==> src/rtl/vec_issue_seq.sv <==
// Decode-and-issue stage: expands one 16-bit instruction into per-element micro-op beats.
// Latency: first beat is registered, 1 cycle after instruction accept; one beat per accepted cycle.
// Backpressure: beats hold stable while uop_ready=0; instr_ready only when idle or the last beat is leaving.
//
// Ports:
//   clk, rst_n (async active-low), flush (sync abort, highest priority)
//   instr_valid/instr/instr_ready : fetch side handshake, opcode in instr[15:12]
//   uop_valid/uop_ready           : micro-op beat handshake
//   functype, v_en, s_en, addr1, addr2, dst_addr, elem_idx, offset, immediate, uop_last : beat payload
//   busy (state != IDLE), illegal (one-cycle pulse after accepting an unknown opcode)
module vec_issue_seq #(
    parameter int  VLEN      = 16,
    parameter int  VLD_DRAIN = 1,
    localparam int IDX_W     = $clog2(VLEN)
) (
    input  logic             clk,
    input  logic             rst_n,
    input  logic             flush,
    input  logic             instr_valid,
    input  logic [15:0]      instr,
    output logic             instr_ready,
    output logic             uop_valid,
    input  logic             uop_ready,
    output logic [3:0]       functype,
    output logic             v_en,
    output logic             s_en,
    output logic [2:0]       addr1,
    output logic [2:0]       addr2,
    output logic [2:0]       dst_addr,
    output logic [IDX_W-1:0] elem_idx,
    output logic [5:0]       offset,
    output logic [7:0]       immediate,
    output logic             uop_last,
    output logic             busy,
    output logic             illegal
);

    localparam logic [3:0] OP_VADD = 4'h0;
    localparam logic [3:0] OP_VDOT = 4'h1;
    localparam logic [3:0] OP_SMUL = 4'h2;
    localparam logic [3:0] OP_SST  = 4'h3;
    localparam logic [3:0] OP_VLD  = 4'h4;
    localparam logic [3:0] OP_VST  = 4'h5;
    localparam logic [3:0] OP_SLL  = 4'h6;
    localparam logic [3:0] OP_SLH  = 4'h7;
    localparam logic [3:0] OP_J    = 4'h8;

    localparam logic [IDX_W-1:0] LAST_IDX = IDX_W'(VLEN - 1);
    // Index of the final drain beat; unused when VLD_DRAIN is 0.
    localparam logic [1:0] DRAIN_LAST = 2'(VLD_DRAIN - 1);

    typedef enum logic [1:0] {
        S_IDLE,
        S_ISSUE,
        S_DRAIN
    } state_t;

    typedef struct packed {
        logic             vld;
        logic [3:0]       functype;
        logic             v_en;
        logic             s_en;
        logic [2:0]       addr1;
        logic [2:0]       addr2;
        logic [2:0]       dst;
        logic [IDX_W-1:0] idx;
        logic [5:0]       offset;
        logic [7:0]       imm;
        logic             last;
    } uop_t;

    state_t     state_q, state_d;
    uop_t       uop_q, uop_d;
    logic [1:0] drain_q, drain_d;
    logic       illegal_q, illegal_d;

    logic             accept;
    logic             fire;
    logic [IDX_W-1:0] idx_inc;
    logic             idx_inc_last;

    // Beat 0 of a freshly accepted instruction; vld=0 for NOP and unknown opcodes.
    function automatic uop_t decode(input logic [15:0] ins);
        uop_t u;
        u          = '0;
        u.functype = ins[15:12];
        unique case (ins[15:12])
            OP_VADD: begin
                u.vld = 1'b1; u.v_en = 1'b1;
                u.addr1 = ins[8:6]; u.addr2 = ins[5:3]; u.dst = ins[11:9];
            end
            OP_VDOT: begin
                // s_en only appears on the final element (VLEN >= 2 so never beat 0)
                u.vld = 1'b1;
                u.addr1 = ins[8:6]; u.addr2 = ins[5:3]; u.dst = ins[11:9];
            end
            OP_SMUL: begin
                u.vld = 1'b1; u.s_en = 1'b1; u.last = 1'b1;
                u.addr1 = ins[8:6]; u.addr2 = ins[5:3]; u.dst = ins[11:9];
            end
            OP_SST: begin
                u.vld = 1'b1; u.last = 1'b1;
                u.addr1 = ins[8:6]; u.addr2 = ins[11:9]; u.offset = ins[5:0];
            end
            OP_VLD: begin
                u.vld = 1'b1; u.v_en = 1'b1;
                u.addr1 = ins[8:6]; u.dst = ins[11:9]; u.offset = ins[5:0];
            end
            OP_VST: begin
                u.vld = 1'b1;
                u.addr1 = ins[8:6]; u.addr2 = ins[11:9]; u.offset = ins[5:0];
            end
            OP_SLL, OP_SLH: begin
                u.vld = 1'b1; u.s_en = 1'b1; u.last = 1'b1;
                u.addr1 = ins[11:9]; u.dst = ins[11:9]; u.imm = ins[7:0];
            end
            OP_J: begin
                u.vld = 1'b1; u.last = 1'b1;
                u.imm = ins[7:0];
            end
            default: u = '0;
        endcase
        return u;
    endfunction

    assign fire        = uop_q.vld & uop_ready;
    assign instr_ready = ~flush & ((state_q == S_IDLE) | (fire & uop_q.last));
    assign accept      = instr_valid & instr_ready;

    assign idx_inc      = uop_q.idx + IDX_W'(1);
    assign idx_inc_last = (idx_inc == LAST_IDX);

    always_comb begin
        state_d   = state_q;
        uop_d     = uop_q;
        drain_d   = drain_q;
        illegal_d = 1'b0;
        if (flush) begin
            state_d = S_IDLE;
            uop_d   = '0;
            drain_d = '0;
        end else if (accept) begin
            // Covers both the idle case and back-to-back issue on the last beat.
            uop_d     = decode(instr);
            drain_d   = '0;
            illegal_d = (instr[15:12] >= 4'h9) && (instr[15:12] <= 4'hE);
            state_d   = uop_d.vld ? S_ISSUE : S_IDLE;
        end else if (fire) begin
            if (uop_q.last) begin
                state_d = S_IDLE;
                uop_d   = '0;
            end else if (state_q == S_DRAIN) begin
                drain_d    = drain_q + 2'd1;
                uop_d.last = ((drain_q + 2'd1) == DRAIN_LAST);
            end else if (uop_q.idx == LAST_IDX) begin
                // Only a VLD with drain beats reaches here: element index stays at VLEN-1.
                state_d    = S_DRAIN;
                uop_d.v_en = 1'b0;
                drain_d    = '0;
                uop_d.last = (DRAIN_LAST == 2'd0);
            end else begin
                uop_d.idx  = idx_inc;
                uop_d.last = idx_inc_last && !((uop_q.functype == OP_VLD) && (VLD_DRAIN > 0));
                if (uop_q.functype == OP_VDOT) begin
                    uop_d.s_en = idx_inc_last;
                end
            end
        end
    end

    always_ff @(posedge clk or negedge rst_n) begin
        if (!rst_n) begin
            state_q   <= S_IDLE;
            uop_q     <= '0;
            drain_q   <= '0;
            illegal_q <= 1'b0;
        end else begin
            state_q   <= state_d;
            uop_q     <= uop_d;
            drain_q   <= drain_d;
            illegal_q <= illegal_d;
        end
    end

    assign uop_valid = uop_q.vld;
    assign functype  = uop_q.functype;
    assign v_en      = uop_q.v_en;
    assign s_en      = uop_q.s_en;
    assign addr1     = uop_q.addr1;
    assign addr2     = uop_q.addr2;
    assign dst_addr  = uop_q.dst;
    assign elem_idx  = uop_q.idx;
    assign offset    = uop_q.offset;
    assign immediate = uop_q.imm;
    assign uop_last  = uop_q.last;
    assign busy      = (state_q != S_IDLE);
    assign illegal   = illegal_q;

endmodule

==> config.mk <==
export PLATFORM = sky130hd
export DESIGN_NAME = vec_issue_seq
export DESIGN_NICKNAME = d
export VERILOG_FILES = /design/src/rtl/vec_issue_seq.sv
export SDC_FILE = /design/constraint.sdc
export NUM_CORES = 1
export LEC_CHECK = 0
export ABC_AREA = 1
export CAP_MARGIN = 20
export CELL_PAD_IN_SITES_DETAIL_PLACEMENT = 1
export CELL_PAD_IN_SITES_GLOBAL_PLACEMENT = 2
export CORE_MARGIN = 4
export CORE_UTILIZATION = 26
export DETAILED_ROUTE_END_ITERATION = 7
export PLACE_DENSITY_LB_ADDON = 0.2
export RECOVER_POWER = 25
export SYNTH_ARGS = -nofsm -noshare
export SYNTH_HDL_FRONTEND = slang
export SYNTH_SLANG_ARGS = --single-unit
==> constraint.sdc <==
create_clock -name clk -period 1.5 [get_ports clk]
set_input_delay 0.375 -clock clk [delete_from_list [all_inputs] [get_ports clk]]
set_output_delay 0.375 -clock clk [all_outputs]
set_load 0.02 [all_outputs]
==> metrics, run 1 <==
status=completed; Top Ports=59; Required @ worst endpoint=1750 ps; largest net degree at the start of global routing=41; Worst Setup End Kind=flip-flop; synth warn=0; ys flop type=dfrtp_1; post-DR vias/cell=4.42; fraction of registers with async set/reset=100%; Final nets=395; CTS root buffer=clkbuf_8; via count=2097; Slew Viols, Final=0; syn_nets=283; synthesis-stage register bit count=40; power per cell area=869 nW/µm²; Final Hold Viols=0; RSZ-0062 raised after global routing=true; crit path max fanout=4; Post-Route WL=6.45 mm; Yosys top cell by area=dfrtp_1; grt ovf=0; Tot GR Track Use=13.9%; first drt pass iteration count=4; WP depth=9; max incr delay on CP=520 ps; top cell type's share of synthesized area=48.7%; Setup CP Type=in -> reg; Max-Cap Viols=0; Post-Syn Area per Cell=7.94 µm²; Multi-input gate area=992 µm²; initial DRC count=43; Buffers on Ports=58; Post-Route Setup TNS=0 ps; top cells by area, synth=dfrtp_1, nand2_1, inv_1, nand3_1, o21ai_1; Post-synth top cells=nand2_1, dfrtp_1, inv_1, nand3_1, o21ai_1; maximum VDD drop=413 µV; Post-Syn Area=2060 µm²; CTS tree=done; sequential element share of the synthesized area=48.7%; Clock transition at path regs=100 ps; DP Area=3100 µm²; core box area=7730 µm²; CP Buf/Inv Count=4; CP max-delay cell=clkdlybuf4s50_1; # rows=32; maximum clock frequency=0.671 GHz; Sink Count=40; Area Growth Syn to Fin=62.1%; Hold/Removal Path Class=in -> async; post-route ant nets=0; Slew HR=29.7%; clock skew=11.1 ps; FF/Latch Area=1000 µm²; fin area=3330 µm²; die area=9400 µm²; FF-to-FF path depth=10; GP Congestion=0.794; H-Tree Depth=2; crit-path cells=clkdlybuf4s50_1, inv_2, nor2_2, buf_4, nand2_1, a21oi_4, buf_4, nand2_1, nand2_2; Worst Setup Start Kind=input pin; Filler Cell Count=947; Min Hold Slack=317 ps; Distinct cells, synth=29; count of mapped cells out of synthesis=259; initial antenna violation count=0; first-pass GRT wire length=10.9 mm; Final Setup Violations=0; post-layout util=43.2%; Initial Utilization=26.6%; vias in the first global route=2284; Lkg Pwr=1.83 nW; ratio of cells with drive above 1 in the final layout=30.1%; Post-synth EDFFs=0; worst slew pin tran=1050 ps; Power Total=2.90 mW; Final HPWL DP=4.82 mm; # DRC=0; count leader, synth=nand2_1; ANT cells=0; CTS buffer count=5; Tcrit/Tclk final=99.4%; Die Wd=96.9 µm; worst skew pair latency=300 ps; drt wl/cell=13.6 µm; maximum root-to-sink buffer count=2; minimum clock period after layout=1490 ps; Top Family by Delay on Critical Path=buffers and inverters; die extent in y=96.9 µm; WP data arrival=1740 ps
[report_power, final]
| group | switching (mW) | internal (mW) |
|---|---|---|
| sequential | 0.0553 | 1.16 |
| combinational | 0.493 | 0.415 |
| clock | 0.446 | 0.331 |
[area by class of cell]
type                       count  area share [%]
timing repair buffer         110            29.5
clock buffer                   5            2.06
sequential                    40            30.0
tap                          102            3.83
inverter                      35            4.09
clock inverter                 3           0.713
multi-input combinational    179            29.8
[metal layers]
metal  wire [µm]  GRT usage [%]  part of all wire [%]  vias to the layer above
met1        2930           17.9                    45                      999
met2        3240           23.9                    50                       46
li1            -              -                     -                     1048
met5           0              0                     0                        -
met3         245           2.74                   3.8                        4
met4          41           3.67                  0.64                        0
[kinds of logic (layout without fill, tap and decap cells)]
group / Yosys count / count (layout) / synth area share, %
flip-flops: 40 / 40 / 48.7
AND/OR/NAND/NOR: 140 / 140 / 30.0
adder cells (fa/ha/maj): 3 / 3 / 1.83
buffers and inverters: 40 / 153 / 9.43
AO/OA/AOI/OAI: 36 / 36 / 10.0
[per-stage QoR]
stage,instances,setup slack [ps]
2_1_floorplan,259,79.3
3_3_place_gp,462,-544
3_5_place_dp,462,-594
4_1_cts,471,-11.6
5_1_grt,474,-86.4
6_report,474,9.61
[layout by cell type, fill, tap and decap left out, types with 2 or more instances in the layout]
| cell type | n |
|---|---|
| nor2_1 | 12 |
| clkinvlp_4 | 2 |
| clkdlybuf4s50_1 | 16 |
| o22ai_1 | 5 |
| ha_1 | 3 |
| nand4_1 | 2 |
| o21ai_2 | 3 |
| a21oi_1 | 3 |
| nand3_4 | 2 |
| inv_4 | 2 |
| clkbuf_16 | 2 |
| dlygate4sd2_1 | 37 |
| buf_4 | 43 |
| nand3_2 | 6 |
| buf_2 | 3 |
| nand2_1 | 81 |
| nand2_4 | 6 |
| inv_2 | 8 |
| o21ai_0 | 2 |
| nand2_2 | 10 |
| dfrtp_1 | 40 |
| inv_1 | 25 |
| clkbuf_8 | 5 |
| a21oi_4 | 2 |
| nand3_1 | 12 |
| buf_6 | 6 |
| nor2_2 | 3 |
| buf_12 | 2 |
| o21ai_1 | 17 |
[final timing paths]
path | start | to | slack (ps)
worst min register to register | dst_addr[2]$_DFFE_PN0P_ | dst_addr[2]$_DFFE_PN0P_ | 480
min in group clk | dst_addr[2]$_DFFE_PN0P_ | dst_addr[2]$_DFFE_PN0P_ | 480
worst max-delay path | instr[14] | offset[2]$_DFFE_PN0P_ | 10
max in group asynchronous | rst_n | s_en$_DFFE_PN0P_ | 520
worst min-delay path | rst_n | addr1[1]$_DFFE_PN0P_ | 320
worst max register to register | state_q[1]$_DFFE_PN0P_ | immediate[5]$_DFFE_PN0P_ | 20
[flip-flops by register name (all words and copies together), names as in the netlist]
register	cells
drain_q	2
offset	6
illegal	1
addr1	3
addr2	3
s_en	1
functype	4
immediate	8
v_en	1
uop_valid	1
elem_idx	4
state_q	2
uop_last	1
dst_addr	3
[what timing repair did]
item                                    in CTS  in global routing
hold buffers                                 0                  0
endpoints found under the setup margin      75                 42
buffers inserted                             1                  1
gates cloned                                 0                  2
pin swaps                                    2                 12
gates resized for setup                     66                 37
[worst register-to-register path: cells and delay by family (launching register included)]
kind                   cells  cell delay, ps
buffers and inverters      3             350
AND/OR/NAND/NOR            6             610
flip-flops                 1             390
AO/OA/AOI/OAI              1              60
Power figures use the tool's default switching activity.
==> run 2, diff against run 1 <==
--- a/config.mk
+++ b/config.mk
@@ -14,6 +14,7 @@
 export DETAILED_ROUTE_END_ITERATION = 7
 export PLACE_DENSITY_LB_ADDON = 0.2
 export RECOVER_POWER = 25
+export REMOVE_ABC_BUFFERS = 1
 export SYNTH_ARGS = -nofsm -noshare
 export SYNTH_HDL_FRONTEND = slang
 export SYNTH_SLANG_ARGS = --single-unit
==> constraint.sdc (replaced) <==
create_clock -name clk -period 1.5 [get_ports clk]
set_input_delay 0.375 -clock clk [delete_from_list [all_inputs] [get_ports clk]]
set_output_delay 0.375 -clock clk [all_outputs]
set_load 0.05 [all_outputs]
==> run 2 against run 1 <==
Clock skew shrank 7.3 ps. Core utilization grew 3.4 points. Count of clock-buffer cells in the layout grew 1. Maximum frequency shrank 2.8%. Worst setup slack lost 43 ps. Cell count shrank 2.3%. Sequential power grew 3%. Clock power shrank 12%. Die area is the same. First-iteration DRC count grew 79%. The flow now finishes with violations (negative setup slack). Final area grew 7.8%. Critical path type is now reg -> out. Sequential cell count is the same.
==> metrics, run 2 (same netlist as run 1, synthesis figures left out) <==
vias in the first global route=2203; Final Hold Viols=0; Die Wd=96.9 µm; minimum clock period after layout=1530 ps; Final nets=385; worst skew pair latency=290 ps; maximum clock frequency=0.652 GHz; initial DRC count=77; NetSw=1.13 mW; post-layout util=46.5%; CTS Hold Bufs=0; Clock transition at path regs=70 ps; ANT cells=0; Buffers on Ports=58; WP data arrival=1160 ps; initial antenna violation count=0; P_int=2.03 mW; first drt pass iteration count=4; CTS root buffer=clkbuf_8; Multi-input gate area=978 µm²; max reg flops=8; GP Congestion=0.825; failing checks=negative setup slack; Initial Utilization=26.6%; Sink Count=40; worst slew pin tran=891 ps; post-DR vias/cell=4.49; Tot GR Track Use=13.9%; largest net degree at the start of global routing=31; Setup CP Type=reg -> out; Worst Setup Start Kind=flip-flop; Max-Cap Viols=0; Filler Cell Count=877; power share of the combinational group=39.0%; CTS buffer count=5; # rows=32; Post-Layout Cell Count=463; most frequent cells in the layout=nand2_1, dfrtp_1, buf_12; post-route ant nets=0; grt ovf=0; Top Ports=59; crit path max fanout=3; via count=2080; clock share of power=21.6%; ratio of cells with drive above 1 in the final layout=34.3%; core box area=7730 µm²; power per cell area=879 nW/µm²; die area=9400 µm²; Area Growth Syn to Fin=74.8%; clock skew=3.81 ps; Worst Setup End Kind=output port; Slew Viols, Final=0; H-Tree Depth=2; Hold/Removal Path Class=in -> async; post-route setup slack=-33.7 ps; die extent in y=96.9 µm; status=finished with violations; Post-Route WL=6.50 mm; Lkg Pwr=1.77 nW; Required @ worst endpoint=1120 ps; switching part of the total=35.7%; maximum VDD drop=417 µV; first-pass GRT wire length=10.8 mm; Flop pwr share=39.4%; maximum root-to-sink buffer count=2; RSZ-0062 raised after global routing=true; # DRC=0; Slew HR=40.6%; Final Setup Violations=1; Inst Count DP=450; CTS tree=done; Tcrit/Tclk final=102%; Final HPWL DP=4.98 mm; drt wl/cell=14.0 µm; most common cell after layout, fill and taps aside=nand2_1; FF/Latch Area=1000 µm²
run 2: cell count changes in the layout (fill, tap and decap cells not counted), sizes merged:
cell           change
clkdlybuf4s50      -4
clkbuf             -1
dlymetal6s2s       +2
nand3              +1
buf               +25
clkinvlp           -2
dlygate4sd2       -32
run 2: per-stage QoR:
stage	worst slack [ps]	setup TNS, ps	power (mW)	area (µm²)	hold slack (ps)
after global routing	-83.8	-1140	3.33	3600	235
after global placement	-494	-13660	2.44	3360	336
final	-33.7	-33.7	3.16	3600	182
after floorplan	-151	-4310	1.77	2000	79.4
after detailed placement	-521	-15600	2.45	3360	335
after CTS	-53.3	-53.3	3.16	3490	19.0
run 2: cell type report:
| class | count | share of cell area [%] |
|---|---|---|
| timing repair buffer | 99 | 35.5 |
| sequential | 40 | 27.8 |
| multi-input combinational | 180 | 27.2 |
| inverter | 35 | 3.79 |
| tap | 102 | 3.55 |
| clock buffer | 6 | 2.02 |
| clock inverter | 1 | 0.139 |
run 2: repair_timing:
| action | CTS | global route |
|---|---|---|
| pin swaps | 5 | 11 |
| setup buffers | 2 | 3 |
| setup endpoints to repair | 38 | 41 |
| resized for setup | 15 | 26 |
| gates cloned | 0 | 1 |
| hold endpoints to repair | 0 | 0 |
run 2: layer usage:
metal / wire length, µm / vias to the layer above / global-route usage, %
met5: 0 / - / 0
met4: 82 / 0 / 3.78
met3: 329 / 8 / 3.46
met2: 3340 / 50 / 23.4
met1: 2750 / 996 / 17.7
li1: - / 1026 / -
run 2: worst max-delay path, cell delays in order, from the launching register on:
cell	delay [ps]
dfrtp_1	390
inv_2	90
nand2_4	60
nand2_4	90
nand2_4	60
inv_4	60
buf_12	120
run 2: path summary, 6_finish.rpt:
| path | startpoint | slack, ps | cells after the start | end |
|---|---|---|---|---|
| setup / recovery | state_q[0]$_DFFE_PN0P_ | -30 | 6 | instr_ready |
| hold / removal | rst_n | 180 | 1 | elem_idx[2]$_DFFE_PN0P_ |
| setup reg to reg | state_q[0]$_DFFE_PN0P_ | 120 | 8 | immediate[0]$_DFFE_PN0P_ |
| hold reg to reg | drain_q[1]$_DFFE_PN0P_ | 530 | 2 | drain_q[1]$_DFFE_PN0P_ |
| max in group asynchronous | rst_n | 220 | 2 | addr1[2]$_DFFE_PN0P_ |
| min in group clk | instr[12] | 510 | 3 | functype[0]$_DFFE_PN0P_ |
run 2: power by group through the flow:
stage          clock network, mW  registers, mW  logic, mW
6_report                   0.684           1.25       1.23
5_1_grt                    0.761           1.26       1.31
4_1_cts                    0.715           1.25       1.20
3_5_place_dp                   0           1.26       1.19
3_3_place_gp                   0           1.26       1.18
2_1_floorplan                  0           1.50      0.266
